File: src/rtl/noc_pkg.sv
// Shared NoC flit/credit field widths and arbiter state encoding.
// Used by the injection arbiter, its testbench and node blocks.
package noc_pkg;

    localparam int FLIT_DATA_W = 64;
    localparam int DEST_W      = 5;
    localparam int VC_W        = 2;

    function automatic int flit_width(input int dw, input int db, input int vb);
        return 2 + dw + db + vb;
    endfunction

    function automatic int credit_width(input int vb);
        return 1 + vb;
    endfunction

    localparam int FLIT_W   = flit_width(FLIT_DATA_W, DEST_W, VC_W);
    localparam int CREDIT_W = credit_width(VC_W);

    localparam logic [0:0] ST_IDLE   = 1'b0;
    localparam logic [0:0] ST_LOCKED = 1'b1;

endpackage

File: src/rtl/noc_rr_arbiter.sv
// Round-robin pick: first requester at or above ptr, wrapping.
// Returns one-hot grant, its index and an any-request flag.
module noc_rr_arbiter #(
    parameter int N  = 4,
    parameter int IW = (N > 1) ? $clog2(N) : 1
) (
    input  logic [N-1:0]  req,
    input  logic [IW-1:0] ptr,
    output logic [N-1:0]  grant,
    output logic [IW-1:0] idx,
    output logic          any
);

    // scan N slots starting at ptr, keep the first valid one
    always_comb begin
        grant = '0;
        idx   = '0;
        any   = 1'b0;
        for (int k = 0; k < N; k++) begin
            logic [IW-1:0] j;
            j = IW'((int'(ptr) + k) % N);
            if (!any && req[j]) begin
                any      = 1'b1;
                grant[j] = 1'b1;
                idx      = j;
            end
        end
    end

endmodule

File: src/rtl/noc_tx_arbiter.sv
// Shares one NoC injection port among NUM_REQ requesters with
// packet-granular round-robin and per-VC credit flow control.
module noc_tx_arbiter
    import noc_pkg::*;
#(
    parameter int NUM_REQ         = 4,
    parameter int FLIT_DATA_WIDTH = FLIT_DATA_W,
    parameter int DEST_BITS       = DEST_W,
    parameter int VC_BITS         = VC_W,
    parameter int CREDIT_DEPTH    = 16
) (
    input  logic                                  sys_clk,
    input  logic                                  nreset,
    input  logic [NUM_REQ-1:0]                    req_valid,
    input  logic [NUM_REQ-1:0]                    req_tail,
    input  logic [NUM_REQ*DEST_BITS-1:0]          req_dest,
    input  logic [NUM_REQ*VC_BITS-1:0]            req_vc,
    input  logic [NUM_REQ*FLIT_DATA_WIDTH-1:0]    req_data,
    output logic [NUM_REQ-1:0]                    req_ready,
    output logic [flit_width(FLIT_DATA_WIDTH, DEST_BITS, VC_BITS)-1:0] putFlit,
    output logic                                  EN_putFlit,
    input  logic [credit_width(VC_BITS)-1:0]      getCredits,
    output logic                                  EN_getCredits,
    output logic                                  busy,
    output logic                                  credit_err
);

    localparam int NUM_VCS = 2 ** VC_BITS;
    localparam int IW      = (NUM_REQ > 1) ? $clog2(NUM_REQ) : 1;
    localparam int CW      = $clog2(CREDIT_DEPTH) + 1;
    localparam logic [CW-1:0] CRED_MAX = CW'(CREDIT_DEPTH);

    logic [0:0]           state;
    logic [IW-1:0]        owner;
    logic [IW-1:0]        rr_ptr;
    logic [DEST_BITS-1:0] head_dest;
    logic [VC_BITS-1:0]   head_vc;
    logic [CW-1:0]        credit [NUM_VCS];

    logic [NUM_REQ-1:0]   arb_grant;
    logic [IW-1:0]        arb_idx;
    logic                 arb_any;

    logic [IW-1:0]              sel;
    logic [IW-1:0]              next_ptr;
    logic                       sel_vld;
    logic [NUM_REQ-1:0]         sel_onehot;
    logic                       accept;
    logic                       f_tail;
    logic [DEST_BITS-1:0]       f_dest;
    logic [VC_BITS-1:0]         f_vc;
    logic [FLIT_DATA_WIDTH-1:0] f_data;
    logic [NUM_VCS-1:0]         use_v;
    logic [NUM_VCS-1:0]         ret_v;

    noc_rr_arbiter #(
        .N  (NUM_REQ),
        .IW (IW)
    ) u_rr (
        .req   (req_valid),
        .ptr   (rr_ptr),
        .grant (arb_grant),
        .idx   (arb_idx),
        .any   (arb_any)
    );

    assign busy          = (state == ST_LOCKED);
    assign EN_getCredits = nreset;

    // pick the eligible requester and build the outgoing flit
    always_comb begin
        sel             = owner;
        sel_vld         = req_valid[owner];
        f_dest          = head_dest;
        f_vc            = head_vc;
        sel_onehot      = '0;
        sel_onehot[owner] = 1'b1;
        if (state == ST_IDLE) begin
            sel        = arb_idx;
            sel_vld    = arb_any;
            f_dest     = req_dest[arb_idx*DEST_BITS +: DEST_BITS];
            f_vc       = req_vc[arb_idx*VC_BITS +: VC_BITS];
            sel_onehot = arb_grant;
        end
        accept    = nreset && sel_vld && (credit[f_vc] != '0);
        f_tail    = req_tail[sel];
        f_data    = req_data[sel*FLIT_DATA_WIDTH +: FLIT_DATA_WIDTH];
        req_ready = accept ? sel_onehot : '0;
        next_ptr  = (sel == IW'(NUM_REQ - 1)) ? '0 : sel + 1'b1;
    end

    // per-VC consume / return strobes
    always_comb begin
        use_v = '0;
        ret_v = '0;
        for (int v = 0; v < NUM_VCS; v++) begin
            use_v[v] = accept && (f_vc == VC_BITS'(v));
            ret_v[v] = getCredits[VC_BITS] &&
                       (getCredits[VC_BITS-1:0] == VC_BITS'(v));
        end
    end

    // packet lock, round-robin pointer and registered flit output
    always_ff @(posedge sys_clk or negedge nreset) begin
        if (!nreset) begin
            state      <= ST_IDLE;
            owner      <= '0;
            rr_ptr     <= '0;
            head_dest  <= '0;
            head_vc    <= '0;
            putFlit    <= '0;
            EN_putFlit <= 1'b0;
        end else begin
            EN_putFlit <= accept;
            putFlit    <= accept ? {1'b1, f_tail, f_dest, f_vc, f_data} : '0;
            if (accept) begin
                if (f_tail) begin
                    state  <= ST_IDLE;
                    rr_ptr <= next_ptr;
                end else if (state == ST_IDLE) begin
                    state     <= ST_LOCKED;
                    owner     <= sel;
                    head_dest <= f_dest;
                    head_vc   <= f_vc;
                end
            end
        end
    end

    // credit counters; a return to a full VC saturates and flags
    always_ff @(posedge sys_clk or negedge nreset) begin
        if (!nreset) begin
            for (int v = 0; v < NUM_VCS; v++) credit[v] <= CRED_MAX;
            credit_err <= 1'b0;
        end else begin
            for (int v = 0; v < NUM_VCS; v++) begin
                if (use_v[v] && !ret_v[v]) begin
                    credit[v] <= credit[v] - 1'b1;
                end else if (ret_v[v] && !use_v[v]) begin
                    if (credit[v] == CRED_MAX) credit_err <= 1'b1;
                    else credit[v] <= credit[v] + 1'b1;
                end
            end
        end
    end

endmodule

File: config.mk
export PLATFORM = sky130hd
export DESIGN_NAME = noc_tx_arbiter
export DESIGN_NICKNAME = d
export VERILOG_FILES = /design/src/rtl/noc_pkg.sv /design/src/rtl/noc_rr_arbiter.sv /design/src/rtl/noc_tx_arbiter.sv
export SDC_FILE = /design/constraint.sdc
export NUM_CORES = 1
export LEC_CHECK = 0
export ABC_CLOCK_PERIOD_IN_PS = 10000
export CORE_AREA = 2 2 145 147
export DETAILED_ROUTE_END_ITERATION = 10
export DIE_AREA = 0 0 147 149
export GPL_TIMING_DRIVEN = 0
export HOLD_SLACK_MARGIN = 0.02
export PLACE_DENSITY = 0.74
export SLEW_MARGIN = 40
export SYNTH_ARGS = -nofsm -noshare
export SYNTH_HDL_FRONTEND = slang
export SYNTH_SLANG_ARGS = --single-unit
File: constraint.sdc
create_clock -name sys_clk -period 10 [get_ports sys_clk]
set_input_delay 1 -clock sys_clk [delete_from_list [all_inputs] [get_ports sys_clk]]
set_output_delay 1 -clock sys_clk [all_outputs]
set_load 0.03 [all_outputs]
Yosys cells after proc, flatten, opt, wreduce, memory -nomap -nowiden
Cells that the tools add are included.
{"block": "totals", "reg_bits": 107, "latchBits": 0, "ramBits": 0, "mem_bits_ro": 0, "inputBits": 297, "out_inout_bits": 81, "elab_cells": 181, "memories": 0}
{"block": "op_classes", "add_sub_neg": 12, "n_mul": 1, "div_mod_pow": 0, "order_cmp": 12, "n_eq_ne": 15, "shift": 3, "mux": 70, "bitwise": 6, "reduce_logical": 50}
{"operator": "$shiftx A256 B9 Y64", "count": 1}
{"operator": "$mux W5", "count": 15}
{"operator": "$mux W73", "count": 1}
{"operator": "$mux W1", "count": 29}
{"operator": "$logic_and A1 B1 Y1", "count": 26}
{"operator": "$mux W4", "count": 6}
{"operator": "$add A5 B1 Y5 const B", "count": 4}
{"operator": "$eq A5 B5 Y1 const B", "count": 4}
{"operator": "$shiftx A20 B6 Y5", "count": 1}
{"operator": "$sub A5 B1 Y5 const B", "count": 4}
{"operator": "$lt A2 B3 Y1 const B", "count": 6}
{"operator": "$mux W2", "count": 7}
{"operator": "$bmux W1 S2", "count": 6}
{"operator": "$or A4 B4 Y4", "count": 3}
{"operator": "$logic_not A1 Y1", "count": 11}
{"operator": "$bmux W5 S2", "count": 1}
{"operator": "$demux W1 S2", "count": 5}
{"operator": "$eq A2 B2 Y1 const B", "count": 5}
{"operator": "$ge A2 B1 Y1 const B", "count": 5}
{"operator": "$reduce_and A2 Y1", "count": 5}
{"operator": "$ne A2 B2 Y1 const B", "count": 4}
{"operator": "$reduce_bool A2 Y1", "count": 4}
{"operator": "$shiftx A8 B4 Y2", "count": 1}
{"operator": "$mul A2 B3 Y5 const B", "count": 1}
{"operator": "other kinds (9)", "count": 14}

Logic depth before layout (Yosys ltp)
Gate-level depths: netlist of the first run.
{"block": "logic_depth", "depth_word": 34, "mapped_depth": 24, "depth_no_buf": 20}

By module
A second synthesis of the first run with hierarchy kept.
{"block": "unflattened", "hier_cells": 539, "hier_area_um2": 6794.0}
{"mod": "noc_tx_arbiter", "instances": 1, "cells_per_inst": 494, "area_per_inst_um2": 6374.9, "seq_area_each_um2": 2657.5}
{"mod": "noc_rr_arbiter", "instances": 1, "cells_per_inst": 45, "area_per_inst_um2": 419.2, "seq_area_each_um2": 0.0}

Worst setup path before layout of the first run
OpenSTA, ideal clock, no wires.
{"block": "synth_path", "path_type": "reg-to-output", "startpoint": "register rr_ptr[0]", "endpoint": "output req_ready[0]", "t_arrival_ns": 4.248, "t_required_ns": 9.000, "slack_ns": 4.752, "path_stages_with_launch": 17, "n_path_buf": 5, "cell_sequence": "dfrtp_1 > buf_6 > clkinv_1 > ha_1 > clkbuf_1 > mux4_2 > nor2b_1 > buf_4 > nor2_1 > mux2_1 > or4_1 > and3_1 > a2111oi_4 > nor2_2 > buf_6 > buf_2 > nor2_1"}
{"block": "synth_via", "elab_chain_len": 21, "elab_cells_between_ends": 64, "classes_between": "add/sub (3); order compare (8); shift (1); mux (35); bitwise (4); reduce/logical (13)"}
{"element": "from (decl)", "line_no": "noc_tx_arbiter.sv:35", "source": "logic [IW-1:0] rr_ptr;"}
{"element": "from (signal assigned)", "line_no": "noc_tx_arbiter.sv:119", "source": "rr_ptr <= next_ptr;"}
{"element": "branches (longest 20 deep; another with $add A2 B1 Y2)"}
{"element": "$mux W4 *", "line_no": "noc_tx_arbiter.sv:88", "source": "req_ready = accept ? sel_onehot : '0;"}
{"element": "to (decl)", "line_no": "noc_tx_arbiter.sv:19", "source": "output logic [NUM_REQ-1:0] req_ready,"}
Every way passes the cells marked *. The select of a mux whose other input is x is not followed.

Final worst setup path of the first run
Ends and elaborated chain as after synthesis.

==> results of run 1 <==
synth_stat cells (9+ instances only):
master | count | area, um^2
dfrtp_1 | 102 | 2550
a211oi_1 | 101 | 758
mux2i_1 | 97 | 971
nor2b_1 | 66 | 413
inv_1 | 41 | 154
clkbuf_1 | 40 | 150
nor2_1 | 35 | 131
a211oi_2 | 30 | 375
ha_1 | 28 | 350
nand2_1 | 28 | 105
o21ai_0 | 22 | 110
a21oi_1 | 15 | 75.1
xor2_1 | 12 | 105
a21o_1 | 9 | 67.6
power groups by stage:
stage / sequential (uW) / combinational, uW / clock [uW]
6_report: 663 / 2440 / 378
5_1_grt: 679 / 2640 / 399
3_3_place_gp: 666 / 2400 / 0
2_1_floorplan: 803 / 1510 / 0
4_1_cts: 662 / 2450 / 381
3_5_place_dp: 667 / 2440 / 0
worst max-delay path: stages (launching register included):
cell and delay (ns):
dfrtp_1 0.44, buf_6 0.18, clkinv_1 0.34, ha_1 0.43, clkbuf_1 0.29, mux4_2 0.36, buf_2 0.19, nor2_1 0.09
o221a_2 0.23, nor2_2 0.13, or4_1 0.54, and3_1 0.20, a2111oi_4 0.49, nor2_2 0.16, buf_6 0.20, buf_2 0.22
nor2_1 0.18, clkdlybuf4s50_1 0.69
cell families after synthesis:
logic type                 count (synthesis)
adders and majority gates                 32
muxes                                    107
and+or+nand+nor                          163
buffers and inverters                     98
DFF                                      106
xor gates and xnor gates                  17
AOI/OAI and AO/OA                        212
metrics by stage:
step	util (%)	cell area (um^2)
after global routing	57.6	11800
after global placement	55.9	11500
after floorplan	-	7380
final	57.6	11800
after detailed placement	56.1	11500
after CTS	57.6	11800
final timing paths:
check                           startpoint           end  slack, ns  cells past startpoint
worst max-delay path             rr_ptr[0]  req_ready[0]       3.25                     17
min in group asynchronous           nreset    credit[12]       0.53                      1
worst max register to register   rr_ptr[0]     credit[9]       4.28                     23
max in group asynchronous           nreset     credit[4]       8.79                      2
worst min register to register  head_vc[0]    head_vc[0]       0.50                      1
worst min-delay path            head_vc[0]    head_vc[0]       0.50                      1
per-layer routing:
layer,share of wire (%),track usage [%],vias up
li1,-,-,3467
met1,40,33.1,3565
met2,48,43.8,275
met3,9.9,9.97,47
met4,2.4,8.32,4
met5,0.079,0,-
registers in the layout, summed over array words and instances, names as in the netlist:
| signal | cells |
|---|---|
| putFlit | 72 |
| credit | 20 |
| head_dest | 5 |
| head_vc | 2 |
| owner | 2 |
| rr_ptr | 2 |
| EN_putFlit | 1 |
| busy | 1 |
| credit_err | 1 |
layout make-up:
type	instances	area, um^2	share of cell area (%)
clock inverters	7	77.6	0.655
repair buffers	378	3810	32.1
well taps	275	344	2.90
clock buffers	9	225	1.90
inverters	42	158	1.33
plain buffers	56	270	2.28
diodes	2	5.00	0.0422
multi-input cells	531	4300	36.3
flip-flops and latches	106	2660	22.4
==> qor.txt, run 1 <==
sequential share of power = 19.0%
core box area = 20600 um^2
Mapped Area = 7380 um^2
Reg clk slew, reported paths = 0.08 ns
syn_nets = 1064
Pleak = 0.00500 uW
number of global-route vias before repair = 7440
detailed placement HPWL = 24300 um
Ys Warns = 0
RSZ-0062 raised after global routing = no
Pre-antenna DRT Iters = 5
crit start category = register
Fin Clk Skew = 0.0121 ns
crit-path max FO = 12
max-slew violation count = 0
register area share after synthesis = 36.0%
Gate power share = 70.1%
setup bufs post-CTS = 0
Total Routed Length = 30300 um
average routed wire per standard cell = 21.5 um
Vias = 7358
grt total ovfl = 0
Final Critical Period = 6.75 ns
Die Y = 149 um
PwrDens = 294 nW/um^2
Port Buffers = 377
most frequent cells in the layout = clkdlybuf4s50_1 (376), dfrtp_1 (102), a211oi_1 (101)
Max Cap Violations = 0
initial DRC count = 433
library cells used by synthesis = 57
post_cts resized = 0
die footprint = 21900 um^2
nets = 1453
total CTS buffers = 9
#FFs+latches synth = 106
hold violation count in the final report = 0
post-route insts no fill = 1406
Critical Path Sink Type = output port
clock group share of total power = 10.9%
Worst EP required = 9.00 ns
Area Overhead vs Synth = 60.5%
HP Class = register to register
Initial Util = 35.9%
DRT antenna net count = 0
Synth Area in Simple Gates = 11.9%
Clock Latency Late Sink = 0.36 ns
FFs w/ async S/R, synth = 100%
Rows = 53
Pwr Total = 3490 uW
number of synthesized flops with an enable pin = 0
Avg Inst Size Synth = 10.0 um^2
die width = 147 um
Sink Count = 106
post-synthesis adder-cell area fraction = 5.83%
final worst slack = 3.25 ns
Worst slew margin = 39.6%
largest family of logic cells by synthesized area = compound AO/OA/AOI/OAI gates
Slew @ Worst Pin = 0.905 ns
Bufs on Longest Clock Path = 2
CTS tree = done
hold buffers post-CTS = 0
gpl congestion = 0.929
Placement Setup Slack = 3.40 ns
# IOs = 378
first-pass GRT wire length = 44000 um
mux share of post-synthesis cell area = 15.4%
Synth Flop Type = dfrtp_1
Post-Synth XOR/XNOR Area = 2.02%
Net Sw Power = 1750 uW
antenna violations before repair = 5
Hold WS = 0.497 ns
H-tree levels = 3
Switching Share = 50.2%
most common cell after layout, fill and taps aside = clkdlybuf4s50_1
largest net degree at the start of global routing = 62
Setup TNS = 0 ns
root buf cell = clkbuf_16
Final Setup Violations = 0
Int Power = 1740 uW
status = complete, no violations
Mapped Cells = 735
Compound-Gate Fraction of Synth Area = 23.1%
Tot GR Track Use = 26.8%
Critical Path AT = 5.75 ns
WS Path Type = register to output port
dpl cells = 1388
share of cells above drive strength 1 = 7.97%
Fillers = 1834
Final Cycle Share = 67.5%
Remaining DRCs = 0
Avg Vias per Cell = 5.23
Peak VDD IR = 0.000131 V
f_max = 148 MHz
No activity file was read; power rests on OpenSTA's default activity.
==> run 2, diff against run 1 <==
--- a/config.mk
+++ b/config.mk
@@ -5,13 +5,13 @@
 export SDC_FILE = /design/constraint.sdc
 export NUM_CORES = 1
 export LEC_CHECK = 0
-export ABC_CLOCK_PERIOD_IN_PS = 10000
-export CORE_AREA = 2 2 145 147
+export ABC_CLOCK_PERIOD_IN_PS = 6200
+export CORE_MARGIN = 2
+export CORE_UTILIZATION = 37
 export DETAILED_ROUTE_END_ITERATION = 10
-export DIE_AREA = 0 0 147 149
 export GPL_TIMING_DRIVEN = 0
 export HOLD_SLACK_MARGIN = 0.02
-export PLACE_DENSITY = 0.74
+export PLACE_DENSITY = 0.78
 export SLEW_MARGIN = 40
 export SYNTH_ARGS = -nofsm -noshare
 export SYNTH_HDL_FRONTEND = slang
==> constraint.sdc (replaced) <==
create_clock -name sys_clk -period 6.2 [get_ports sys_clk]
set_input_delay 0.62 -clock sys_clk [delete_from_list [all_inputs] [get_ports sys_clk]]
set_output_delay 0.62 -clock sys_clk [all_outputs]
set_load 0.03 [all_outputs]
==> run 2 against run 1 <==
Compared with the run above:
- register-to-register slack got worse by 3.3 ns
- power increased by 61%
- worst setup slack got worse by 3.0 ns
- sequential power is 61% higher
- via count grew 1.2%
- clock power rose by 61%
- wire length increased by 3.6%
- clock-buffer cell count stayed put
- sequential share of layout area hardly changed
- first-iteration DRC count down 35%
- largest power group unchanged
- highest routed layer unchanged
==> qor.txt, run 2 (synthesis gave the netlist of run 1 again) <==
status = complete, no violations
nets = 1452
clock group share of total power = 10.8%
Int Power = 2800 uW
Pre-antenna DRT Iters = 4
# IOs = 378
f_max = 169 MHz
crit start category = register
max-slew violation count = 0
CTS tree = done
Final Critical Period = 5.91 ns
Total Routed Length = 31400 um
Max Cap Violations = 0
max reg flops = 72
die footprint = 21100 um^2
root buf cell = clkbuf_16
multi-input logic area = 4310 um^2
Area Overhead vs Synth = 60.7%
antenna violations before repair = 12
Remaining DRCs = 0
Initial Util = 37.8%
hold buffers post-CTS = 0
initial DRC count = 282
Switching Share = 50.1%
gpl congestion = 0.992
Final Cycle Share = 95.3%
largest net degree at the start of global routing = 63
Net Sw Power = 2820 uW
crit-path max FO = 12
Port Buffers = 377
placed cell area = 11500 um^2
grt total ovfl = 0
Worst EP required = 5.58 ns
Hold WS = 0.154 ns
RSZ-0062 raised after global routing = no
Tot GR Track Use = 29.4%
Final Setup Violations = 0
core box area = 19500 um^2
detailed placement HPWL = 25100 um
WS Path Type = register to output port
total CTS buffers = 9
Die Y = 145 um
Placement Setup Slack = 0.225 ns
final worst slack = 0.290 ns
most common cell after layout, fill and taps aside = clkdlybuf4s50_1
Clock Latency Late Sink = 0.37 ns
first-pass GRT wire length = 47100 um
FF+latch area = 2660 um^2
Regs by FF count = putFlit (72), credit (20), head_dest (5)
share of cells above drive strength 1 = 8.33%
Bufs on Longest Clock Path = 2
sequential share of power = 19.0%
Avg Vias per Cell = 5.32
Reg clk slew, reported paths = 0.07 ns
Fin Clk Skew = 0.0109 ns
H-tree levels = 3
final instance area = 11900 um^2
Worst slew margin = 47.7%
most frequent cells in the layout = clkdlybuf4s50_1 (374), dfrtp_1 (102), a211oi_1 (101)
Gate power share = 70.1%
most flop-heavy register = putFlit
average routed wire per standard cell = 22.4 um
Critical Path Sink Type = output port
number of global-route vias before repair = 7834
Sink Count = 106
Slew @ Worst Pin = 0.784 ns
Fillers = 1714
DRT antenna net count = 0
worst reg2reg path depth = 22
Critical Path AT = 5.29 ns
hold violation count in the final report = 0
Pleak = 0.00503 uW
Vias = 7447
Rows = 51
HP Class = input port to asynchronous set/reset pin
PwrDens = 474 nW/um^2
Peak VDD IR = 0.000256 V
die width = 145 um
## run 2: changes by cell type in the layout (fill, tap and decap cells not counted), sizes merged
cell           previous run  this run
diode                     2         8
clkinvlp                  3         4
clkdlybuf4s50           376       374
clkinv                    3         2
clkbuf                   49        48
dlymetal6s2s              0         2
## run 2: per-layer routing
metal	share of wire (%)	wire [um]	global-route usage, %	vias up
met2	49	15300	49.1	282
met3	8.9	2790	10.8	57
met4	2.8	865	10.0	4
met5	0.067	21	0	-
li1	-	-	-	3468
met1	40	12400	35.0	3636
## run 2: worst paths after layout
check	startpoint	to	slack [ns]
min in group sys_clk	head_vc[0]	head_vc[0]	0.51
hold / removal	nreset	credit[10]	0.15
setup / recovery	rr_ptr[0]	req_ready[2]	0.29
hold reg to reg	head_vc[0]	head_vc[0]	0.51
max in group asynchronous	nreset	credit[9]	5.36
setup reg to reg	rr_ptr[0]	credit[4]	0.96
## run 2: layout make-up
cell class	count	share of cell area [%]
Tap cell	265	2.80
Multi-Input combinational cell	531	36.4
Inverter	42	1.34
Antenna cell	8	0.169
Timing Repair Buffer	378	32.1
Clock buffer	9	1.90
Buffer	55	2.26
Sequential cell	106	22.4
Clock inverter	7	0.654
## run 2: power by group through the flow
stage               combinational, uW  clock (uW)  sequential, uW
floorplan                        2430           0            1300
global placement                 3860           0            1080
detailed placement               3920           0            1080
CTS                              3950         617            1070
global route                     4260         642            1090
finish                           3940         609            1070
## run 2: what timing repair did
| action | CTS | global route |
|---|---|---|
| buffers inserted | 0 | 0 |
| endpoints found under the setup margin | 4 | 4 |
| gates resized for setup | 2 | 3 |
## run 2: through the flow
stage                     setup TNS [ns]  util [%]  instances  power [uW]
after floorplan                        0         -        735        3730
after global routing                   0      60.7       1399        6000
after global placement           -167.53      58.8       1377        4930
final                                  0      60.7       1401        5620
after detailed placement               0      59.0       1378        5000
after CTS                              0      60.6       1394        5630
## run 2: worst max-delay path, cell delays in order, from the launching register on
cell and delay, ns:
dfrtp_1 0.44, buf_6 0.19, clkinv_2 0.19, ha_2 0.47
mux4_2 0.32, buf_2 0.19, nor2_1 0.10, o221a_2 0.23
nor2_2 0.12, or4_1 0.54, and3_1 0.21, a2111oi_4 0.49
nor2_2 0.17, buf_6 0.20, buf_2 0.21, nor2_1 0.16
clkdlybuf4s50_1 0.70
